<file path="src/rtl/spi_tx.sv">
// MSB-first SPI transmitter with registered outputs and an active-low chip select.
// Define SPI_TX_QUEUE_EN to hold one trigger that arrives while a transfer is in progress.
module spi_tx #(
   parameter int unsigned DATA_WIDTH      = 8,
   parameter int unsigned DATA_CLK_PERIOD = 4
) (
   input  logic                  clk_in,
   input  logic                  rst_in,
   input  logic [DATA_WIDTH-1:0] data_in,
   input  logic                  trigger_in,
   output logic                  data_out,
   output logic                  data_clk_out,
   output logic                  sel_out,
   output logic                  busy_out
);

   localparam int unsigned HALF  = DATA_CLK_PERIOD / 2;
   localparam int unsigned BIT_W = $clog2(DATA_WIDTH) + 1;
   localparam int unsigned PER_W = $clog2(DATA_CLK_PERIOD);

   localparam logic [PER_W-1:0] PER_LAST = PER_W'(DATA_CLK_PERIOD - 1);
   localparam logic [PER_W-1:0] PER_HALF = PER_W'(HALF);
   localparam logic [BIT_W-1:0] BIT_LAST = BIT_W'(DATA_WIDTH - 1);

   typedef enum logic [1:0] {
      StIdle,
      StTransmit,
      StEnd
   } state_e;

   state_e                r_state, w_state_nxt;
   logic [DATA_WIDTH-1:0] r_shift, w_shift_nxt;
   logic [BIT_W-1:0]      r_bit_cnt, w_bit_cnt_nxt;
   logic [PER_W-1:0]      r_per_cnt, w_per_cnt_nxt;
   logic                  r_data, w_data_nxt;
   logic                  r_dclk, w_dclk_nxt;
   logic                  r_sel, w_sel_nxt;
   logic                  r_busy, w_busy_nxt;

   logic                  w_start;
   logic [DATA_WIDTH-1:0] w_start_data;

`ifdef SPI_TX_QUEUE_EN
   logic                  r_q_valid, w_q_valid_nxt;
   logic [DATA_WIDTH-1:0] r_q_data, w_q_data_nxt;

   // A held word owns the single IDLE cycle after END; a trigger landing there is dropped.
   always_comb begin
      w_start       = 1'b0;
      w_start_data  = data_in;
      w_q_valid_nxt = r_q_valid;
      w_q_data_nxt  = r_q_data;
      if (r_state == StIdle) begin
         if (r_q_valid) begin
            w_start       = 1'b1;
            w_start_data  = r_q_data;
            w_q_valid_nxt = 1'b0;
         end else if (trigger_in) begin
            w_start = 1'b1;
         end
      end else if (trigger_in && !r_q_valid) begin
         w_q_valid_nxt = 1'b1;
         w_q_data_nxt  = data_in;
      end
   end

   always_ff @(posedge clk_in) begin
      if (rst_in) begin
         r_q_valid <= 1'b0;
         r_q_data  <= '0;
      end else begin
         r_q_valid <= w_q_valid_nxt;
         r_q_data  <= w_q_data_nxt;
      end
   end
`else
   assign w_start      = trigger_in && (r_state == StIdle);
   assign w_start_data = data_in;
`endif

   always_comb begin
      w_state_nxt   = r_state;
      w_shift_nxt   = r_shift;
      w_bit_cnt_nxt = r_bit_cnt;
      w_per_cnt_nxt = r_per_cnt;
      w_data_nxt    = r_data;
      w_dclk_nxt    = 1'b0;
      w_sel_nxt     = 1'b0;
      w_busy_nxt    = 1'b1;
      unique case (r_state)
         StIdle: begin
            w_sel_nxt     = 1'b1;
            w_busy_nxt    = 1'b0;
            w_data_nxt    = 1'b0;
            w_bit_cnt_nxt = '0;
            w_per_cnt_nxt = '0;
            if (w_start) begin
               w_state_nxt = StTransmit;
               w_shift_nxt = w_start_data;
               w_data_nxt  = w_start_data[DATA_WIDTH-1];
               w_sel_nxt   = 1'b0;
               w_busy_nxt  = 1'b1;
            end
         end
         StTransmit: begin
            if (r_per_cnt == PER_LAST) begin
               w_per_cnt_nxt = '0;
               if (r_bit_cnt == BIT_LAST) begin
                  w_state_nxt = StEnd;
               end else begin
                  w_bit_cnt_nxt = r_bit_cnt + BIT_W'(1);
                  w_shift_nxt   = r_shift << 1;
                  w_data_nxt    = w_shift_nxt[DATA_WIDTH-1];
               end
            end else begin
               w_per_cnt_nxt = r_per_cnt + PER_W'(1);
               w_dclk_nxt    = (w_per_cnt_nxt >= PER_HALF);
            end
         end
         StEnd: begin
            w_state_nxt   = StIdle;
            w_shift_nxt   = '0;
            w_bit_cnt_nxt = '0;
            w_per_cnt_nxt = '0;
            w_data_nxt    = 1'b0;
            w_sel_nxt     = 1'b1;
            w_busy_nxt    = 1'b0;
         end
         default: begin
            w_state_nxt = StIdle;
            w_data_nxt  = 1'b0;
            w_sel_nxt   = 1'b1;
            w_busy_nxt  = 1'b0;
         end
      endcase
   end

   always_ff @(posedge clk_in) begin
      if (rst_in) begin
         r_state   <= StIdle;
         r_shift   <= '0;
         r_bit_cnt <= '0;
         r_per_cnt <= '0;
         r_data    <= 1'b0;
         r_dclk    <= 1'b0;
         r_sel     <= 1'b1;
         r_busy    <= 1'b0;
      end else begin
         r_state   <= w_state_nxt;
         r_shift   <= w_shift_nxt;
         r_bit_cnt <= w_bit_cnt_nxt;
         r_per_cnt <= w_per_cnt_nxt;
         r_data    <= w_data_nxt;
         r_dclk    <= w_dclk_nxt;
         r_sel     <= w_sel_nxt;
         r_busy    <= w_busy_nxt;
      end
   end

   assign data_out     = r_data;
   assign data_clk_out = r_dclk;
   assign sel_out      = r_sel;
   assign busy_out     = r_busy;

endmodule

</file>
<file path="config.mk">
export PLATFORM = sky130hd
export DESIGN_NAME = spi_tx
export DESIGN_NICKNAME = d
export VERILOG_FILES = /design/src/rtl/spi_tx.sv
export SDC_FILE = /design/constraint.sdc
export NUM_CORES = 1
export LEC_CHECK = 0
export CAP_MARGIN = 15
export CORE_MARGIN = 5
export CORE_UTILIZATION = 53
export DETAILED_ROUTE_END_ITERATION = 10
export PLACE_DENSITY_LB_ADDON = 0.1
export SLEW_MARGIN = 20
export SYNTH_ARGS = -nofsm -noshare
export SYNTH_HDL_FRONTEND = slang
export SYNTH_SLANG_ARGS = --single-unit
</file>
<file path="constraint.sdc">
create_clock -name clk_in -period 2.4 [get_ports clk_in]
set_input_delay 0.6 -clock clk_in [delete_from_list [all_inputs] [get_ports clk_in]]
set_output_delay 0.6 -clock clk_in [all_outputs]
set_load 0.1 [all_outputs]
</file>
==> results of run 1 <==
flip-flops by register name, indices dropped and copies added (netlist names):
| signal | flops |
|---|---|
| r_shift | 7 |
| r_bit_cnt | 4 |
| r_per_cnt | 2 |
| r_state | 2 |
| busy_out | 1 |
| data_clk_out | 1 |
| data_out | 1 |
| sel_out | 1 |
layout make-up:
type | instances | area, um^2
Timing Repair Buffer | 20 | 175
Clock buffer | 4 | 26.3
Sequential cell | 19 | 380
Inverter | 5 | 18.8
Tap cell | 27 | 33.8
Multi-Input combinational cell | 87 | 647
Fill cell | 189 | 681
worst max path at each step:
| stage | from | endpoint | cells past startpoint |
|---|---|---|---|
| detailed placement | trigger_in | r_shift[5] | 4 |
| floorplan | r_state[1] | r_shift[1] | 7 |
| finish | r_state[1] | r_shift[1] | 5 |
| global route | r_state[1] | r_shift[1] | 5 |
| CTS | r_state[1] | r_shift[1] | 5 |
| global placement | trigger_in | r_shift[1] | 4 |
worst max-delay path, stage by stage, from the launching register on:
cell	delay, ns
dfxtp_1	0.39
inv_1	0.10
ha_1	0.28
and4b_1	0.28
or4_4	0.61
mux2_4	0.32
power groups by stage:
stage	combinational [mW]	sequential (mW)	clock, mW
2_1_floorplan	0.310	0.529	0
3_3_place_gp	0.524	0.429	0
3_5_place_dp	0.540	0.430	0
4_1_cts	0.543	0.423	0.169
5_1_grt	0.578	0.432	0.186
6_report	0.540	0.424	0.166
layout by cell type (no fill, tap or decap), types with 3 or more instances in the layout:
cell type | Yosys | routed
nand4_1 | 3 | 3
inv_1 | 5 | 5
nor2_1 | 4 | 4
dfxtp_1 | 19 | 19
mux2_4 | 5 | 5
a21oi_1 | 10 | 10
nor2b_1 | 10 | 10
ha_1 | 7 | 7
clkdlybuf4s50_1 | 0 | 10
nor4_1 | 3 | 3
nand2_1 | 4 | 4
mux2i_1 | 3 | 3
buf_4 | 0 | 10
nand3_1 | 8 | 8
nand2b_1 | 7 | 7
clkbuf_4 | 0 | 3
cells by family after synthesis:
family	synth area share
AO/OA/AOI/OAI	0.131
AND/OR/NAND/NOR	0.265
multiplexers	0.117
adder cells (fa/ha/maj)	0.0803
buffers and inverters	0.0585
flip-flops	0.349
through the flow:
step           cell area, um^2  hold slack, ns  power (mW)  std cells
2_1_floorplan             1090           0.435       0.839        119
3_3_place_gp              1250           0.468       0.954        158
3_5_place_dp              1250           0.482       0.970        158
4_1_cts                   1280           0.499        1.14        162
5_1_grt                   1280           0.537        1.20        162
6_report                  1280           0.493        1.13        162
routing by layer:
layer	share of wire	GRT usage	vias up
met1	0.42	0.182	431
met3	0.035	0.0303	9
met4	0.029	0.0694	0
li1	-	-	464
met2	0.51	0.297	22
met5	0	0	-
==> key figures, run 1 <==
Clocking
  • Num Clock Sinks: 19
  • CTS tree: built
  • Worst skew pair latency: 0.30 ns
  • Post-cts hold buffer count: 0
  • H-Tree Depth: 1
  • Cts bufs inserted: 3
  • Post-CTS Resized: 0
  • Number of buffers on the longest clock path: 2
  • Clk root buf: clkbuf_4
  • Worst-path clk slew: about 0.11 ns
  • Setup Fix Bufs, Post-CTS: 0

Pwr
  • LEAKAGE: between 0.5 and 0.6 nW
  • Internal cell power: 0.672 mW
  • Sw Ratio: 0.405
  • Peak supply drop: ~510 uV
  • Pwr/cell area: just under 900 nW/um^2
  • Seq pwr share: 0.375
  • Clock power frac: 0.147
  • Combinational share of power: 0.478
  • NetSw: roughly 0.46 mW

Logic synthesis
  • Commonest cells post-synth: dfxtp_1 (19), a21oi_1 (10), nor2b_1 (10)
  • Mapped Area: about 1100 um^2
  • Asr flop ratio synth: 0
  • Synth area leader: dfxtp_1
  • Mapped Cells: around 120
  • Average cell area after synthesis: approximately 9.2 um^2
  • Yosys top cell area share: 0.349
  • Register area share after synthesis: 0.349
  • #FFs+latches synth: 19
  • Main area contributors after synthesis: dfxtp_1 (35%), ha_1 (8.0%), mux2_4 (6.9%)
  • Mapped Nets: about 140
  • Synth warn: 0
  • Top-count cell post-synth: dfxtp_1
  • Post-synth EDFFs: 0
  • Netlist cell types: 33
  • Synth Flop Type: dfxtp_1

Global routing
  • Initial antenna violation count: 0
  • Largest net degree at the start of global routing: 14
  • Total track usage: 0.163
  • First-pass GRT wire length: 4150 um
  • Vias in the first global route: 965
  • GRT overflow: 0

Floorplan
  • IO Pins: 15
  • Chip height: roughly 55 um
  • Rows: 16
  • Core area: just under 2000 um^2
  • Starting density of the core: 0.556
  • Die area: around 3100 um^2
  • Chip width: 55.4 um

Timing
  • Final Hold Fails: 0
  • F_max: approximately 480 MHz
  • Min Tclk post-route: ~2.1 ns
  • Final setup viols: 0
  • Fin crit share: 0.871
  • Fin Setup TNS: 0 ns
  • RSZ-0062 raised after global routing: false
  • Final-report max-slew violation count: 0
  • Relative slew slack: 0.752
  • Final Skew: between 0.007 and 0.008 ns
  • Setup ws final: between 0.3 and 0.4 ns
  • Worst Max-Slew Pin Slew: about 0.37 ns

Place
  • Global placement routability congestion: 0.801
  • Post-DP HPWL: 1830 um
  • Pre-CTS setup slack: ~0.22 ns
  • Port Buf Inserts: 14

Setup path
  • Critical path capture point type: flip-flop
  • Crit start category: flip-flop
  • Crit Path Max Fanout: 8
  • Reg2reg end: r_shift[1]
  • Setup Crit Path Kind: reg2reg
  • Origin of the critical flop-to-flop path: r_state[1]
  • Worst Path Arrival: between 2 and 2.5 ns
  • Path depth of the worst reg2reg path: 5
  • FF-to-FF setup slack: between 0.3 and 0.4 ns
  • Critical Path RT: approximately 2.6 ns

Detailed routing
  • Final WL: about 2400 um
  • Wire per inst: between 10 and 15 um
  • Vias after detailed routing: between 900 and 1000
  • Detailed Route Iter0 Violations: 18
  • Residual DRC count: 0
  • Post-route ant nets: 0
  • TritonRoute pass-1 iters: 4
  • Via density: 5.72

Hold path
  • Worst Hold Class: reg2reg
  • Hold depth: 2
  • Hold_sp: r_shift[0]
  • Hold endpoint: r_shift[0]

Layout
  • Nets: between 150 and 200
  • Final Util: 0.653
  • Layout cells sized above 1: 0.163
  • Syn-to-layout area delta: 17.4%
  • N_diodes: 0

Status
  • Status: completed

Flow run
  • Max Cap Violations: 0
Power figures use the tool's default switching activity.
==> run 2, diff against run 1 <==
Settings changed: SLEW_MARGIN 20 to not set.
==> results of run 2 <==
The final DEF is identical to that of run 1; final timing and power are the same.
==> run 3, diff against run 2 <==
Settings changed: ABC_AREA set to 0.
==> results of run 3 <==
The final DEF is identical to that of run 1; final timing and power are the same.
